### src/rtl/sram_arbiter.sv
// sram_arbiter
//
// Shares one synchronous SRAM, reached through sram_interface, between two
// requesters: the display read path and the capture write path. Reads win
// arbitration, but once MAX_RD_BURST reads in a row have been granted while a
// write is waiting, the write gets the next slot. At most one registered
// command is issued per cycle. Read data comes back in issue order after a
// fixed READ_LATENCY.
//
// Ports
//   clk, reset        single clock; synchronous active-high reset
//   rd_req/rd_addr    read request (held until rd_ack) and its address
//   rd_ack            combinational: read accepted at this clock edge
//   rd_data/rd_valid  returned read word and its one-cycle strobe
//   wr_req/wr_addr/wr_data  write request (held until wr_ack), address, data
//   wr_ack            combinational: write accepted at this clock edge
//   mem_addr, mem_data_out, mem_write_enable  registered command to sram_interface
//   mem_data_in       read data from sram_interface
module sram_arbiter #(
  parameter int ADDR_WIDTH   = 20,
  parameter int DATA_WIDTH   = 18,
  parameter int READ_LATENCY = 2,
  parameter int MAX_RD_BURST = 8
) (
  input  logic                  clk,
  input  logic                  reset,
  input  logic                  rd_req,
  input  logic [ADDR_WIDTH-1:0] rd_addr,
  output logic                  rd_ack,
  output logic [DATA_WIDTH-1:0] rd_data,
  output logic                  rd_valid,
  input  logic                  wr_req,
  input  logic [ADDR_WIDTH-1:0] wr_addr,
  input  logic [DATA_WIDTH-1:0] wr_data,
  output logic                  wr_ack,
  output logic [ADDR_WIDTH-1:0] mem_addr,
  output logic [DATA_WIDTH-1:0] mem_data_out,
  output logic                  mem_write_enable,
  input  logic [DATA_WIDTH-1:0] mem_data_in
);

  localparam int CNT_WIDTH = $clog2(MAX_RD_BURST + 1);
  localparam logic [CNT_WIDTH-1:0] BURST_MAX = CNT_WIDTH'(MAX_RD_BURST);

  typedef enum logic [1:0] {
    GRANT_IDLE,
    GRANT_READ,
    GRANT_WRITE
  } grant_t;

  grant_t                  grant;
  logic [CNT_WIDTH-1:0]    burst_cnt;
  // One bit per in-flight command; a 1 marks a real read whose data must be
  // returned. Idle slots also read the SRAM, but their data is discarded.
  logic [READ_LATENCY-1:0] valid_pipe;

  // Arbitration is combinational so a request can be accepted in the same
  // cycle it appears. Reset gates both acks, so nothing is accepted during reset.
  always_comb begin
    // NOTE: default assigned first so every path drives grant; no latch.
    grant = GRANT_IDLE;
    if (!reset) begin
      if (rd_req && (!wr_req || burst_cnt < BURST_MAX)) begin
        grant = GRANT_READ;
      end else if (wr_req) begin
        grant = GRANT_WRITE;
      end
    end
  end

  assign rd_ack = (grant == GRANT_READ);
  assign wr_ack = (grant == GRANT_WRITE);

  always_ff @(posedge clk) begin
    // NOTE: non-blocking assignments keep every register update sampling
    // pre-edge values, matching the hardware regardless of statement order.
    if (reset) begin
      burst_cnt        <= '0;
      valid_pipe       <= '0;
      mem_addr         <= '0;
      mem_data_out     <= '0;
      mem_write_enable <= 1'b0;
      rd_data          <= '0;
      rd_valid         <= 1'b0;
    end else begin
      // The burst count only matters while a write is waiting; any write
      // grant or an absent write request starts a fresh burst.
      if (!wr_req || grant == GRANT_WRITE) begin
        burst_cnt <= '0;
      end else if (grant == GRANT_READ && burst_cnt != BURST_MAX) begin
        burst_cnt <= burst_cnt + CNT_WIDTH'(1);
      end

      unique case (grant)
        GRANT_READ: begin
          mem_addr         <= rd_addr;
          mem_write_enable <= 1'b0;
        end
        GRANT_WRITE: begin
          mem_addr         <= wr_addr;
          mem_data_out     <= wr_data;
          mem_write_enable <= 1'b1;
        end
        default: begin
          mem_write_enable <= 1'b0;
        end
      endcase

      valid_pipe <= (valid_pipe << 1) | READ_LATENCY'(grant == GRANT_READ);

      if (valid_pipe[READ_LATENCY-1]) begin
        rd_data  <= mem_data_in;
        rd_valid <= 1'b1;
      end else begin
        rd_valid <= 1'b0;
      end
    end
  end

endmodule

### config.mk
export PLATFORM = sky130hd
export DESIGN_NAME = sram_arbiter
export DESIGN_NICKNAME = d
export VERILOG_FILES = /design/src/rtl/sram_arbiter.sv
export SDC_FILE = /design/constraint.sdc
export NUM_CORES = 1
export LEC_CHECK = 0
export ABC_CLOCK_PERIOD_IN_PS = 2300
export BUFFER_PORTS_ARGS = -buffer_cell sky130_fd_sc_hd__buf_2
export CORE_ASPECT_RATIO = 2
export CORE_UTILIZATION = 30
export DETAILED_ROUTE_END_ITERATION = 6
export SLEW_MARGIN = 0
export SYNTH_ARGS = -nofsm -noshare
export SYNTH_HDL_FRONTEND = slang
export SYNTH_SLANG_ARGS = --single-unit
### constraint.sdc
create_clock -name clk -period 2.3 [get_ports clk]
set_clock_uncertainty 0.05 [all_clocks]
set_input_delay 0.23 -clock clk [delete_from_list [all_inputs] [get_ports clk]]
set_output_delay 0.23 -clock clk [all_outputs]
set_load 0.01 [all_outputs]
==> results of run 1 <==
==> area by class of cell <==
| cell class | instances | share of cell area |
|---|---|---|
| clock buffers | 11 | 0.0664 |
| inverters | 4 | 0.00411 |
| flip-flops and latches | 64 | 0.351 |
| repair buffers | 144 | 0.204 |
| clock inverters | 5 | 0.00890 |
| well taps | 98 | 0.0336 |
| multi-input cells | 161 | 0.332 |
==> synthesized netlist by cell type (3+ instances only) <==
master,instances
mux2i_1,56
mux2_1,20
clkbuf_1,7
nand4_1,3
ha_1,5
buf_2,6
dfxtp_1,64
nor2_1,58
inv_1,4
nor2b_1,5
nand3b_1,3
nand2_1,4
==> metal layers <==
metal	wire length [um]	GRT usage
met1	2100	0.127
met2	3400	0.249
met3	315	0.0428
met4	202	0.0898
met5	0	0
==> power by group through the flow <==
stage | sequential (mW) | clock, mW | combinational [mW]
floorplan | 1.22 | 0 | 0.145
global placement | 1.19 | 0 | 0.295
detailed placement | 1.20 | 0 | 0.301
CTS | 1.17 | 1.27 | 0.302
global route | 1.18 | 1.32 | 0.326
finish | 1.17 | 1.22 | 0.294
==> cells in the final DEF, fill, tap and decap left out, types with 2 or more instances in the layout <==
cell	n
mux2_1	20
nand4_1	3
dfxtp_1	64
nand2_1	4
clkbuf_16	9
buf_2	139
nor2b_1	5
nor2_1	58
mux2i_1	56
inv_1	4
clkinvlp_4	3
clkinv_2	2
ha_1	5
a211o_1	2
nand3b_1	3
buf_4	4
==> cells by family (layout without fill, tap and decap cells) <==
logic type | count (synthesis) | count (layout)
muxes | 76 | 76
xor gates and xnor gates | 1 | 1
AOI/OAI and AO/OA | 3 | 3
and+or+nand+nor | 76 | 76
DFF | 64 | 64
adders and majority gates | 5 | 5
buffers and inverters | 20 | 164
==> how the worst max path moves through the flow <==
stage                 startpoint           end  slack (ns)  cells after the start
finish              burst_cnt[3]        wr_ack        0.49                      6
global route        burst_cnt[3]   mem_addr[7]        0.35                      8
CTS                 burst_cnt[3]        wr_ack        0.46                      6
detailed placement  burst_cnt[3]  mem_addr[17]        0.49                      8
global placement    burst_cnt[3]  mem_addr[17]        0.56                      8
floorplan           burst_cnt[3]  mem_addr[10]        0.54                      8
==> sequential cells by signal, indices dropped and copies added, names as in the netlist <==
register          cells
mem_data_out         18
valid_pipe            2
mem_write_enable      1
mem_addr             20
rd_valid              1
burst_cnt             4
rd_data              18
==> through the flow <==
step | total power [mW] | setup WS (ns) | utilization | hold slack, ns
after floorplan | 1.36 | 0.537 | - | 0.327
after global placement | 1.49 | 0.558 | 0.405 | 0.371
after detailed placement | 1.50 | 0.495 | 0.405 | 0.376
after CTS | 2.74 | 0.456 | 0.438 | 0.0781
after global routing | 2.83 | 0.350 | 0.438 | 0.0832
final | 2.69 | 0.494 | 0.438 | 0.0895
==> critical path: stages, from the launching register on <==
cell and delay (ns):
dfxtp_1 0.37, nand2b_1 0.12, nand3b_1 0.10, inv_1 0.10
ha_1 0.19, buf_12 0.18, buf_2 0.14
==> results.md, run 1 <==
* Outcome: completed
* H-Tree Depth at 3
* PwrDens at 736 nW/um^2
* Initial Utilization at 0.310
* Num CTS Buffers at 9
* Sequential standard cell area at 1280 sq um
* Synth Area in Compound Gates at 0.0101
* Relative slew slack at 0.599
* Synth Area in Adders at 0.0241
* Layout Cells excl Fill at 487
* Rows at 47
* DRC viols at 0
* Cts repair resizes at 0
* Cells after synthesis at 245
* Unrepaired setup endpoints after global routing: no
* CTS tree: yes
* Area delta synth->final at 40.9%
* Arrival time at the worst endpoint at 1.53 ns
* Final Cell Area at 3650 sq um
* Clock transition at the registers of the reported paths at 0.05 ns
* R2r endpoint: mem_addr[17]
* Layout filler cell count at 826
* Nets at 469
* Clock Latency Late Sink at 0.32 ns
* First-pass GRT wire length at 9230 um
* Antenna Nets Post-Route at 0
* Initial antenna violation count at 0
* Die area at 9040 sq um
* Combinational family with the most area after synthesis: multiplexers
* Worst Hold Depth at 3
* Proportion of synthesized area in mux cells at 0.303
* RD Place Congestion at 0.716
* DPL Wire Length at 4520 um
* Total Wirelength at 6010 um
* R2R setup slack at 0.51 ns
* CTS root buf: clkbuf_16
* Syn Area/Cell at 10.6 sq um
* Top cell type's share of synthesized area at 0.494
* Worst hold path startpoint: mem_data_in[15]
* Setup CP Type: flip-flop to output pin
* Vias at 2194
* WP data required at 2.02 ns
* Post-synth EDFFs at 0
* F_max at 554 MHz
* Pins Over Slew Limit at 0
* First-pass iteration count of the detailed router at 3
* Total grt overflow at 0
* Ys async rst share at 0
* CP Max Fanout at 22
* CTS sink cnt at 64
* Worst reg2reg path depth at 8
* Vias per cell at 4.51
* Pin count of the biggest net entering global routing at 61
* Starting DRT DRC Count at 65
* GRT Util Overall at 0.139
* Min Tclk post-route at 1.81 ns
* Syn_nets at 330
* I/O pin cnt at 140
* Setup crit start kind: flip-flop
* Avg WL per Cell at 12.3 um
* Switching Fraction at 0.234
* Synth warnings at 0
* Type of the worst min-delay path: input port to flip-flop
* Longest Clk Path Bufs at 2
* Leak at 1.81 nW
* Part of the power in registers at 0.436
* Ant. Diodes at 0
* Area taken by multi-input logic gates at 1210 sq um
* Synth Area in Simple Gates at 0.127
* P_sw at 0.630 mW
* Hold endpoint: rd_data[15]
* Die Height at 133 um
* Clock network fraction of total power at 0.455
* CTS Hold Bufs at 0
* Final setup vio count at 0
* Dpl cell area at 3380 sq um
* Reg2reg start: burst_cnt[3]
* Setup TNS at 0 ns
* Die width at 67.7 um
* Post-synthesis sequential area ratio at 0.494
* Worst vdd ir at 405 uV
* Internal power at 2.06 mW
* Mapped Area at 2590 sq um
* Number of global-route vias before repair at 2173
* #FFs+latches synth at 64
* Crit. End Element: output pin
* Placed insts at 471
* Top FF cell, synth: dfxtp_1
* Layout cells sized above 1 at 0.411
* Comb power frac at 0.109
* Synth Area in XOR/XNOR at 0.00338
* Final period utilization at 0.785
* Postcts setup bufs at 0
* Synth area leader: dfxtp_1
* Max_cap viols at 0
* Synth unique cells at 20
* Worst Max-Slew Pin Slew at 0.601 ns
* Core area at 8350 sq um
* Final hold violations at 0
* IO Port Bufs at 139
* Top post-synthesis cells by area: dfxtp_1 (49%), mux2i_1 (22%), mux2_1 (8.7%)
Power figures use the tool's default switching activity.
==> run 2, diff against run 1 <==
Settings changed: ABC_CLOCK_PERIOD_IN_PS 2300 to 1500.
Clock period 2.3 ns to 1.5 ns, I/O delays scaled along.
==> results.md, run 2 (synthesis results as in run 1) <==
* Number of global-route vias before repair at 2312
* Arrival time at the worst endpoint at 1.82 ns
* Antenna Nets Post-Route at 0
* Failing checks: negative setup slack
* CTS sink cnt at 64
* Total grt overflow at 0
* Initial Utilization at 0.310
* Starting DRT DRC Count at 67
* Leak at 2.00 nW
* Initial antenna violation count at 0
* Largest register FFs at 20
* Vias at 2267
* Ant. Diodes at 0
* Num CTS Buffers at 9
* Hold slack at 0.0131 ns
* DPL Wire Length at 4770 um
* Worst vdd ir at 646 uV
* IO Port Bufs at 139
* Outcome: finished with violations
* PwrDens at 1090 nW/um^2
* WP data required at 1.64 ns
* Final Cell Area at 4020 sq um
* Min Tclk post-route at 1.68 ns
* CTS root buf: clkbuf_16
* Final hold violations at 0
* Pins Over Slew Limit at 0
* Met3 WL post-DR at 353 um
* Layout cells sized above 1 at 0.499
* R2R setup slack at -0.18 ns
* Most frequent cells in the layout: buf_2 (138), dfxtp_1 (63), nor2_1 (57)
* Total Wirelength at 6820 um
* Core area at 8350 sq um
* Setup crit start kind: flip-flop
* Die Height at 133 um
* Most common cell after layout, fill and taps aside: buf_2
* Max_cap viols at 0
* Clock Latency Late Sink at 0.31 ns
* Crit. End Element: flip-flop
* Setup CP Type: flip-flop to flip-flop
* CTS tree: yes
* DRC viols at 0
* I/O pin cnt at 140
* Die area at 9040 sq um
* F_max at 594 MHz
* Avg WL per Cell at 13.6 um
* Final worst slack at -0.184 ns
* DR WL met2 at 3840 um
* Dpl cell area at 3510 sq um
* Setup TNS at -4.37 ns
* Area delta synth->final at 54.9%
* Final setup vio count at 43
* Top Layer Used: met4
* Routed length on met1 at 2450 um
* Worst Max-Slew Pin Slew at 0.531 ns
* Clock transition at the registers of the reported paths at 0.05 ns
* Vias per cell at 4.51
* Longest Clk Path Bufs at 2
* RD Place Congestion at 0.778
* Unrepaired setup endpoints after global routing: yes
* Crit path from: burst_cnt[3]
* H-Tree Depth at 3
* Die width at 67.7 um
* Final period utilization at 1.12
* Type of the worst min-delay path: input port to flip-flop
* Largest Register: mem_addr
* Rows at 47
* Pwr Total at 4.36 mW
* Worst hold path startpoint: wr_data[7]
* Largest registers: mem_addr (20), mem_data_out (18), rd_data (18)
* CP Max Fanout at 5
* Relative slew slack at 0.646
* Pin count of the biggest net entering global routing at 50
* Reg2reg start: burst_cnt[3]
* First-pass iteration count of the detailed router at 3
* GRT Util Overall at 0.153
* Nets at 486
* First-pass GRT wire length at 10300 um
* CTS Hold Bufs at 0
run 2: changes by cell type in the layout (fill, tap and decap cells not counted), moves of 3 or more:
cell,previous run,this run
mux2_4,0,18
ha_1,5,2
buf_4,4,12
buf_6,0,4
mux2_1,20,2
buf_12,1,5
clkinvlp_4,3,0
run 2: area by class of cell:
| cell class | instances | area [sq um] |
|---|---|---|
| Tap cell | 98 | 123 |
| Clock buffer | 11 | 243 |
| Multi-Input combinational cell | 161 | 1330 |
| Timing Repair Buffer | 161 | 976 |
| Inverter | 4 | 15.0 |
| Sequential cell | 64 | 1280 |
| Clock inverter | 4 | 45.0 |
| Fill cell | 805 | 4340 |
run 2: repair_timing:
action,CTS,global route
endpoints found under the setup margin,43,44
cloned,0,2
pin swaps,0,5
setup buffers,3,2
resized for setup,11,19
run 2: worst max-delay path, stage by stage (launching register included):
cell	delay (ns)
dfxtp_2	0.33
nand2b_4	0.12
nand3b_1	0.11
inv_2	0.10
ha_4	0.19
clkbuf_16	0.17
mux2_4	0.30
mux2i_1	0.14
nor2_1	0.05
run 2: worst paths after layout:
| kind | cells past startpoint | end |
|---|---|---|
| max | 8 | mem_addr[18] |
| min | 3 | mem_data_out[7] |
| max reg2reg | 8 | mem_addr[18] |
| min reg2reg | 1 | valid_pipe[1] |
run 2: through the flow:
| step | cells | setup WS [ns] | utilization |
|---|---|---|---|
| final | 503 | -0.184 | 0.481 |
| after global routing | 503 | -0.263 | 0.481 |
| after CTS | 500 | -0.110 | 0.464 |
| after detailed placement | 482 | -0.193 | 0.420 |
| after global placement | 482 | -0.147 | 0.420 |
| after floorplan | 245 | -0.0560 | - |
run 2: report_power, final:
group / internal, mW / total (mW) / switching, mW
sequential: 1.77 / 1.80 / 0.0306
combinational: 0.317 / 0.562 / 0.245
clock: 1.31 / 2.00 / 0.686
run 2: layer usage:
layer  vias to the layer above  track usage
li1                       1130            -
met3                        12       0.0377
met2                        82        0.279
met4                         0       0.0910
met1                      1043        0.145
met5                         -            0
